==> src/rtl/aer_tx_handshake_if.sv <==
// Bundle between the channel request FSMs, the AER transmitter and the off-chip receiver.
// master = transmitter side, slave = channel FSMs plus receiver side.
interface aer_tx_handshake_if #(
    parameter int NCH = 2
) ();
    localparam int CH_W = $clog2(NCH);

    logic [NCH-1:0] go_ch;
    logic [NCH-1:0] up_ch;
    logic [NCH-1:0] req_ch;
    logic [NCH-1:0] fs_sen;
    logic [NCH-1:0] fe_d;
    logic           aer_req;
    logic [CH_W:0]  aer_addr;
    logic           aer_ack;
    logic           busy;
    logic           timeout_err;

    modport master (
        input  go_ch, up_ch, req_ch, aer_ack,
        output fs_sen, fe_d, aer_req, aer_addr, busy, timeout_err
    );

    modport slave (
        output go_ch, up_ch, req_ch, aer_ack,
        input  fs_sen, fe_d, aer_req, aer_addr, busy, timeout_err
    );
endinterface

==> src/rtl/aer_tx_handshake.sv <==
// AER transmitter: grants one pending channel event and runs the four-phase REQ/ACK
// handshake, reporting sent/done back to the owning channel FSM.
//
// state   | meaning
// IDLE    | waiting for any go_ch with receiver ack low
// SETUP   | address driven, settling before req
// REQ     | launch req and fs_sen on the next edge
// WAIT_HI | req high, waiting for synchronised ack to rise
// WAIT_LO | req low, waiting for synchronised ack to fall
// DONE    | fe_d high until the channel drops its Req
module aer_tx_handshake #(
    parameter int NCH         = 2,
    parameter int SYNC_STAGES = 2,
    parameter int TIMEOUT_CYC = 1023,
    parameter int SETUP_CYC   = 1
) (
    input  logic               clk,
    input  logic               reset,
    aer_tx_handshake_if.master bus
);
    localparam int CH_W    = $clog2(NCH);
    localparam int TMO_W   = $clog2(TIMEOUT_CYC + 1);
    localparam int SETUP_W = $clog2(SETUP_CYC + 1);

    localparam logic [2:0] IDLE    = 3'd0;
    localparam logic [2:0] SETUP   = 3'd1;
    localparam logic [2:0] REQ     = 3'd2;
    localparam logic [2:0] WAIT_HI = 3'd3;
    localparam logic [2:0] WAIT_LO = 3'd4;
    localparam logic [2:0] DONE    = 3'd5;

    logic [2:0]             state_q, state_d;
    logic [CH_W-1:0]        sel_q, sel_d;
    logic [CH_W:0]          addr_q, addr_d;
    logic [SETUP_W-1:0]     setup_cnt_q, setup_cnt_d;
    logic [TMO_W-1:0]       tmo_cnt_q, tmo_cnt_d;
    logic                   abort_hi_q, abort_hi_d;
    logic                   tmo_err_q, tmo_err_d;
    logic                   aer_req_q, aer_req_d;
    logic                   busy_q, busy_d;
    logic [NCH-1:0]         fs_sen_q, fs_sen_d;
    logic [NCH-1:0]         fe_d_q, fe_d_d;
    logic [SYNC_STAGES-1:0] ack_sync_q, ack_sync_d;
    logic                   ack_s;

    assign ack_sync_d = {ack_sync_q[SYNC_STAGES-2:0], bus.aer_ack};
    assign ack_s      = ack_sync_q[SYNC_STAGES-1];

    always_comb begin
        state_d     = state_q;
        sel_d       = sel_q;
        addr_d      = addr_q;
        setup_cnt_d = setup_cnt_q;
        tmo_cnt_d   = tmo_cnt_q;
        abort_hi_d  = abort_hi_q;
        tmo_err_d   = 1'b0;

        case (state_q)
            IDLE: begin
                abort_hi_d = 1'b0;
                // A receiver still holding ack high is not ready for a new request.
                if ((|bus.go_ch) && !ack_s) begin
                    for (int i = NCH - 1; i >= 0; i--) begin
                        if (bus.go_ch[i]) begin
                            sel_d  = CH_W'(i);
                            addr_d = {CH_W'(i), bus.up_ch[i]};
                        end
                    end
                    setup_cnt_d = SETUP_W'(SETUP_CYC - 1);
                    state_d     = SETUP;
                end
            end
            SETUP: begin
                if (setup_cnt_q == '0) state_d = REQ;
                else                   setup_cnt_d = setup_cnt_q - 1'b1;
            end
            REQ: begin
                tmo_cnt_d = TMO_W'(TIMEOUT_CYC - 1);
                state_d   = WAIT_HI;
            end
            WAIT_HI: begin
                if (ack_s) begin
                    tmo_cnt_d = TMO_W'(TIMEOUT_CYC - 1);
                    state_d   = WAIT_LO;
                end else if (tmo_cnt_q == '0) begin
                    tmo_err_d  = 1'b1;
                    abort_hi_d = 1'b1;
                    state_d    = DONE;
                end else begin
                    tmo_cnt_d = tmo_cnt_q - 1'b1;
                end
            end
            WAIT_LO: begin
                if (!ack_s) begin
                    state_d = DONE;
                end else if (tmo_cnt_q == '0) begin
                    tmo_err_d = 1'b1;
                    state_d   = DONE;
                end else begin
                    tmo_cnt_d = tmo_cnt_q - 1'b1;
                end
            end
            DONE: begin
                // After an unanswered req, a late ack must also be seen to fall.
                if (!bus.req_ch[sel_q] && !(abort_hi_q && ack_s)) state_d = IDLE;
            end
            default: state_d = IDLE;
        endcase

        aer_req_d = (state_d == WAIT_HI);
        busy_d    = (state_d != IDLE);
        fs_sen_d  = '0;
        fe_d_d    = '0;
        if (state_d == WAIT_HI || state_d == WAIT_LO) fs_sen_d[sel_q] = 1'b1;
        if (state_d == DONE)                          fe_d_d[sel_q]   = 1'b1;
    end

    always_ff @(posedge clk or negedge reset) begin
        if (!reset) begin
            state_q     <= IDLE;
            sel_q       <= '0;
            addr_q      <= '0;
            setup_cnt_q <= '0;
            tmo_cnt_q   <= '0;
            abort_hi_q  <= 1'b0;
            tmo_err_q   <= 1'b0;
            aer_req_q   <= 1'b0;
            busy_q      <= 1'b0;
            fs_sen_q    <= '0;
            fe_d_q      <= '0;
            ack_sync_q  <= '0;
        end else begin
            state_q     <= state_d;
            sel_q       <= sel_d;
            addr_q      <= addr_d;
            setup_cnt_q <= setup_cnt_d;
            tmo_cnt_q   <= tmo_cnt_d;
            abort_hi_q  <= abort_hi_d;
            tmo_err_q   <= tmo_err_d;
            aer_req_q   <= aer_req_d;
            busy_q      <= busy_d;
            fs_sen_q    <= fs_sen_d;
            fe_d_q      <= fe_d_d;
            ack_sync_q  <= ack_sync_d;
        end
    end

    assign bus.aer_req     = aer_req_q;
    assign bus.aer_addr    = addr_q;
    assign bus.fs_sen      = fs_sen_q;
    assign bus.fe_d        = fe_d_q;
    assign bus.busy        = busy_q;
    assign bus.timeout_err = tmo_err_q;
endmodule
==> src/flat_wrapper.sv <==
// flat-port wrapper written by rule: the top's interface ports become plain ports
module aer_tx_handshake_flat 
#(
    parameter int NCH         = 2,
    parameter int SYNC_STAGES = 2,
    parameter int TIMEOUT_CYC = 1023,
    parameter int SETUP_CYC   = 1
)
  (clk, reset, bus_go_ch, bus_up_ch, bus_req_ch, bus_aer_ack, bus_fs_sen, bus_fe_d, bus_aer_req, bus_aer_addr, bus_busy, bus_timeout_err);
  aer_tx_handshake_if #(.NCH(NCH)) bus_i ();
  input  logic clk;
  input  logic reset;
  input wire logic [$bits(bus_i.go_ch)-1:0] bus_go_ch;
  input wire logic [$bits(bus_i.up_ch)-1:0] bus_up_ch;
  input wire logic [$bits(bus_i.req_ch)-1:0] bus_req_ch;
  input wire logic [$bits(bus_i.aer_ack)-1:0] bus_aer_ack;
  output wire logic [$bits(bus_i.fs_sen)-1:0] bus_fs_sen;
  output wire logic [$bits(bus_i.fe_d)-1:0] bus_fe_d;
  output wire logic [$bits(bus_i.aer_req)-1:0] bus_aer_req;
  output wire logic [$bits(bus_i.aer_addr)-1:0] bus_aer_addr;
  output wire logic [$bits(bus_i.busy)-1:0] bus_busy;
  output wire logic [$bits(bus_i.timeout_err)-1:0] bus_timeout_err;
  assign bus_i.go_ch = bus_go_ch;
  assign bus_i.up_ch = bus_up_ch;
  assign bus_i.req_ch = bus_req_ch;
  assign bus_i.aer_ack = bus_aer_ack;
  assign bus_fs_sen = bus_i.fs_sen;
  assign bus_fe_d = bus_i.fe_d;
  assign bus_aer_req = bus_i.aer_req;
  assign bus_aer_addr = bus_i.aer_addr;
  assign bus_busy = bus_i.busy;
  assign bus_timeout_err = bus_i.timeout_err;
  aer_tx_handshake #(.NCH(NCH), .SYNC_STAGES(SYNC_STAGES), .TIMEOUT_CYC(TIMEOUT_CYC), .SETUP_CYC(SETUP_CYC)) u_core (.clk(clk), .reset(reset), .bus(bus_i));
endmodule
==> config.mk <==
export PLATFORM = sky130hd
export DESIGN_NAME = aer_tx_handshake_flat
export DESIGN_NICKNAME = d
export VERILOG_FILES = /design/src/rtl/aer_tx_handshake_if.sv /design/src/rtl/aer_tx_handshake.sv /design/src/flat_wrapper.sv
export SDC_FILE = /design/constraint.sdc
export NUM_CORES = 1
export LEC_CHECK = 0
export BUFFER_PORTS_ARGS = -buffer_cell sky130_fd_sc_hd__buf_4
export CAP_MARGIN = 20
export CORE_MARGIN = 4
export CORE_UTILIZATION = 55
export DETAILED_ROUTE_END_ITERATION = 10
export GPL_ROUTABILITY_DRIVEN = 0
export PLACE_DENSITY = 0.77
export SYNTH_ARGS = -nofsm -noshare
export SYNTH_HDL_FRONTEND = slang
export SYNTH_SLANG_ARGS = --single-unit
==> constraint.sdc <==
create_clock -name clk -period 3.8 [get_ports clk]
set_clock_uncertainty 0.2 [all_clocks]
set_input_delay 0.95 -clock clk [delete_from_list [all_inputs] [get_ports clk]]
set_output_delay 0.95 -clock clk [all_outputs]
set_load 0.02 [all_outputs]
# Word-level counts from Yosys, hierarchy flattened
# Index checks and enable logic that the tools add are counted.
[totals] output_inout_bits=9 ff_bits=27
[classes] muxes=31 add_sub_neg=2 reduce_logical=20 magnitude_cmp=2 n_eq_ne=12
[ops] op="$mux 10" n=3
[ops] op="$pmux 10 s3" n=1
[ops] op="$mux 3" n=6
[ops] op="$pmux 3 s6" n=1
[ops] op="$eq 3x3->1 const B" n=4
[ops] op="$mux 1" n=12
[ops] op="$logic_not 10->1" n=1
[ops] op="$sub 10x1->10 const B" n=1
[ops] op="$eq 3x2->1 const B" n=3
[ops] op="$mux 2" n=4
[ops] op="$ne 2x1->1 const B" n=3
[ops] op="$pmux 1 s2" n=3
[ops] op="$reduce_and 3->1" n=2
[ops] op="$reduce_bool 2->1" n=3
[ops] op="$reduce_bool 3->1" n=2
[ops] op="$logic_and 1x1->1" n=4
[ops] op="$reduce_and 2->1" n=2
[ops] op="$eq 3x1->1 const B" n=1
[ops] op="$logic_not 1->1" n=3
[ops] op="$logic_not 3->1" n=1
[ops] op="$lt 1x2->1 const B" n=1
[ops] op="$ne 2x2->1 const B" n=1
[ops] op="$reduce_or 2->1" n=1
[ops] op="$demux 1 s1" n=1
[ops] op="3 further kinds" n=3

# Longest topological paths before layout
[logic_depth] depth_word=9 ltp_mapped=7 mapped_depth_nobuf=7

# Worst setup path before layout
# OpenSTA, ideal clock, no wires.
[synth_path] path_type="input to register" start="input bus_go_ch[1]" end="register u_core.busy_q, in the netlist u_core.bus.busy" setup_slack_ns=1.493 path_buffers=0 required_ns=3.469 arrival_ns=1.975 setup_ns=0.131 path_stages=5 cell_sequence="or2_2 -> a22oi_1 -> o211a_1 -> inv_2 -> or3_1"
[synth_between] elab_chain_cells=5
[synth_lines] element="from (decl)" line="flat_wrapper.sv:13" rtl="input wire logic [$bits(bus_i.go_ch)-1:0] bus_go_ch;"
[synth_lines] element="$reduce_or 2->1" line="aer_tx_handshake.sv:62" rtl="if ((|bus.go_ch) && !ack_s) begin"
[synth_lines] element="$logic_and 1x1->1" line="aer_tx_handshake.sv:62"
[synth_lines] element="$mux 3" line="aer_tx_handshake.sv:62"
[synth_lines] element="$pmux 3 s6" line="aer_tx_handshake.sv:58" rtl="case (state_q)"
[synth_lines] element="named net u_core.state_d[0]" line="aer_tx_handshake.sv:32" rtl="logic [2:0] state_q, state_d;"
[synth_lines] element="$reduce_bool 3->1" line="aer_tx_handshake.sv:111" rtl="busy_d = (state_d != IDLE);"
[synth_lines] element="named net u_core.busy_d" line="aer_tx_handshake.sv:40" rtl="logic busy_q, busy_d;"
[synth_lines] element="to (signal assigned)" line="aer_tx_handshake.sv:141" rtl="busy_q <= busy_d;"
[synth_lines] element="to (decl)" line="aer_tx_handshake.sv:40"
# The timed path passes the listed nets, and every way through them passes these cells.
# A chain may end at the register's enable or synchronous reset.

# Worst setup path in the final report
[layout_path] start="register u_core.state_q[0]" end="register u_core.tmo_cnt_q[4]"
[layout_between] elab_chain_cells=3
[layout_lines] element="from (decl)" line="aer_tx_handshake.sv:32"
[layout_lines] element="from (signal assigned)" line="aer_tx_handshake.sv:133" rtl="state_q <= state_d;"
[layout_lines] element="$eq 3x3->1 / $eq 3x2->1 (equally long branches)" line="aer_tx_handshake.sv:58"
[layout_lines] element="$ne 2x1->1 (no source line) / $reduce_bool 3->1 (equally long branches)"
[layout_lines] element="$reduce_and 2->1 (no source line)"
[layout_lines] element="to (signal assigned)" line="aer_tx_handshake.sv:137" rtl="tmo_cnt_q <= tmo_cnt_d;"
[layout_lines] element="to (decl)" line="aer_tx_handshake.sv:36" rtl="logic [TMO_W-1:0] tmo_cnt_q, tmo_cnt_d;"
# Several ways; a longest one is shown, not always the timed one.

==> out/summary.txt <==
Result of the run -> complete, no violations
Buffers added on ports -> 17
Tightest slew margin relative to the limit -> 63.8%
Crit path max-delay cell type -> sky130_fd_sc_hd__or4_2
Overflow left after global routing -> 0
Setup ws final -> 1470 ps
Final Hold Vio Count -> 0
Number of distinct library cells after synthesis -> 47
Startpoint type of the worst setup path -> flip-flop
Proportion of power drawn by the clock network -> 11.9%
Power spent charging and discharging nets -> 434 uW
Combinational power share -> 44.9%
CTS tree -> built
Number of max-capacitance violations reported -> 0
Clock transition at the registers of the reported paths -> 130 ps
Combined global-route utilization of all metal layers -> 17.5%
Min Clock Period, post-route -> 2330 ps
Total Die Area -> 3280 um2
Multiplexer share of the synthesized area -> 1.50%
Fraction of the yosys area taken by sequential cells -> 46.8%
Critical Path End Type -> flip-flop
RSZ-0062 raised after global routing -> no
Total iterations of the first detailed-routing run -> 4
Vias in the first global route -> 1076
Post-route ant nets -> 0
FF-to-FF Start -> u_core.state_q[0]
Share of synthesized cell area in and, or, nand and nor gates -> 25.5%
Actual transition at the worst max-transition pin -> 539 ps
Root buffer cell -> sky130_fd_sc_hd__clkbuf_4
Per-cell routed wire length -> 14.9 um
# DRC -> 0
Share of cells above drive strength 1 -> 21.8%
Max Clock Freq -> 0.430 GHz
Post-CTS Setup Bufs -> 0
Fraction of power spent switching nets -> 43.5%
DP HPWL -> 1880 um
Cts repair resizes -> 0
Via count -> 1091
Mean post-synth cell area -> 9.83 um2
Critical hold path startpoint -> u_core.ack_sync_q[0]
Number of instances on the worst hold path -> 0
Synthesized instance count -> 136
Number of buffers created by CTS -> 3
Average vias per placed instance -> 6.23
Reg2reg end -> u_core.tmo_cnt_q[4]
Leading cell type in the layout, fill and taps excluded -> sky130_fd_sc_hd__dfrtp_1
Share of synthesized flip-flops with an asynchronous set or reset -> 100%
I/O Pins -> 18
Worst-path fanout max -> 17
Post-Syn Nets -> 146
Power Dens Cells -> 682 nW/um2
Leakage dissipation -> 0.000597 uW
Largest cells by area after synthesis -> sky130_fd_sc_hd__dfrtp_1 47%, sky130_fd_sc_hd__o21ai_0 3.4%, sky130_fd_sc_hd__o31ai_1 3.4%
Source-to-sink clock delay at the later pin of the worst-skew pair -> 320 ps
Mapped cell area -> 1340 um2
Effective utilization at floorplan -> 59.3%
TritonCTS Sinks -> 25
Path length in cells of the critical path -> 4
Area growth, synth to finish -> 9.64%
Final-layout setup total negative slack -> 0 ps
Max incr delay on CP -> 590 ps
Wire length of the first global-routing pass -> 4640 um
Most frequent cells in the layout -> 25 x sky130_fd_sc_hd__dfrtp_1, 17 x sky130_fd_sc_hd__buf_4, 9 x sky130_fd_sc_hd__o21ai_0
Pin count of the biggest net entering global routing -> 26
Share of the synthesized area in compound gates (AO/OA/AOI/OAI) -> 17.9%
Pins over their slew limit -> 0
Overall die width -> 57.3 um
Critical Path Source -> u_core.state_q[0]
Combinational family with the most area after synthesis -> simple AND/OR/NAND/NOR gates
Internal -> 565 uW
Number of enable flip-flop cells after synthesis -> 0
Signal arrival time at the worst endpoint -> 2390 ps
Share of power burned in registers -> 43.2%
Hold Buf Count CTS -> 0
Core outline area -> 2250 um2
Drt initial violations -> 29
Warnings from Yosys -> 0
Area share of the largest cell type after synthesis -> 46.8%
Count of inserted antenna diode cells -> 0
Standard-cell row count -> 17
Maximum level of the CTS H-tree -> 1
Worst IR drop on VDD -> 0.000413 V
CP top delay family -> simple AND/OR/NAND/NOR gates
Antenna violations before repair -> 0
Clock tree buffer depth -> 2
Arithmetic-cell share of the synthesized area counting full adders, half adders and majority gates -> 0.936%
Final total power -> 999 uW
Final setup viols -> 0
Most area-hungry cell type in the Yosys netlist -> sky130_fd_sc_hd__dfrtp_1
End point of the worst hold path -> u_core.ack_sync_q[1]
Fraction of synthesized cell area in xor and xnor cells -> 0.655%
Buffers & Inverters on Critical Path -> 0
Tcrit/Tclk final -> 61.2%
Classification of the worst setup path -> flip-flop to flip-flop
Setup slack after placement -> 1250 ps
HP Class -> flip-flop to flip-flop
Die H -> 57.3 um
List of cells traversed by the critical path -> nand4bb_1, a32o_1, or4_2, nand3_1
Top_reg_cell synth -> sky130_fd_sc_hd__dfrtp_1
Total routed wirelength -> 2600 um
R2R depth -> 4
Register bit total from synthesis -> 25
Data required time of the critical path -> 3870 ps
Register-to-register path setup slack -> 1470 ps
Net total in the final layout -> 158
[sequential cells by signal, summed over array words and instances (netlist names)]
signal	flops
u_core.bus.aer_addr	1
u_core.sel_q	1
u_core.bus.aer_req	1
u_core.bus.fs_sen	2
u_core.bus.busy	1
u_core.abort_hi_q	1
u_core.ack_sync_q	2
u_core.bus.timeout_err	1
u_core.state_q	3
u_core.tmo_cnt_q	10
u_core.bus.fe_d	2
[stage by stage]
| stage | util, % | hold slack, ps | cell area, um2 | std cells |
|---|---|---|---|---|
| after floorplan | - | 131 | 1340 | 136 |
| after global placement | 63.8 | 143 | 1440 | 171 |
| after detailed placement | 63.8 | 143 | 1440 | 171 |
| after CTS | 65.0 | 173 | 1470 | 175 |
| after global routing | 65.0 | 176 | 1470 | 175 |
| final | 65.0 | 170 | 1470 | 175 |
[power by group through the flow]
stage	clock network [uW]	logic [uW]	registers [uW]
floorplan	0	356	419
global placement	0	431	431
detailed placement	0	446	434
CTS	123	451	430
global route	130	505	449
finish	119	448	432
[worst register-to-register path: cells and delay by family, from the launching register on]
family          cells  cell delay, ps
compound gates      1             440
flops               1             570
simple gates        3            1070
[area by class of cell]
type	count	area, um2
clock buffers	4	26.3
fillers	194	790
inverters	8	30.0
multi-input cells	93	621
flip-flops and latches	25	626
well taps	28	35.0
repair buffers	17	128
[per-layer routing]
layer | global-route usage (%) | wire length, um | vias up
li1 | - | - | 523
met1 | 22.0 | 1120 | 531
met2 | 30.7 | 1320 | 32
met3 | 2.71 | 134 | 5
met4 | 5.63 | 35 | 0
met5 | 0 | 0 | -
[Yosys cell counts, types with 2 or more instances]
cell	count
sky130_fd_sc_hd__a21oi_1	5
sky130_fd_sc_hd__nand2_1	7
sky130_fd_sc_hd__clkbuf_1	2
sky130_fd_sc_hd__dfrtp_1	25
sky130_fd_sc_hd__buf_4	3
sky130_fd_sc_hd__buf_2	3
sky130_fd_sc_hd__nand2b_1	5
sky130_fd_sc_hd__o211ai_1	2
sky130_fd_sc_hd__a31oi_1	2
sky130_fd_sc_hd__nor4_1	3
sky130_fd_sc_hd__mux2i_1	2
sky130_fd_sc_hd__or3_1	2
sky130_fd_sc_hd__or4_1	4
sky130_fd_sc_hd__nor2_1	7
sky130_fd_sc_hd__or3_2	2
sky130_fd_sc_hd__inv_1	7
sky130_fd_sc_hd__nand3_1	5
sky130_fd_sc_hd__nor2b_1	2
sky130_fd_sc_hd__nor3_1	4
sky130_fd_sc_hd__or2_2	4
sky130_fd_sc_hd__o21ai_0	9
sky130_fd_sc_hd__o31ai_1	6
[logic make-up after synthesis]
group           count (synthesis)
xor+xnor                        1
flops                          25
simple gates                   55
buf+inv                        18
compound gates                 34
fa+ha+maj                       1
mux                             2
[worst max-delay path by stage]
stage | to | slack [ps]
after floorplan | u_core.bus.busy | 1490
after CTS | u_core.tmo_cnt_q[4] | 1470
after global routing | u_core.tmo_cnt_q[4] | 1330
final | u_core.tmo_cnt_q[4] | 1470
after detailed placement | u_core.bus.busy | 1250
after global placement | u_core.bus.busy | 1330
No activity file was read; power rests on OpenSTA's default activity.
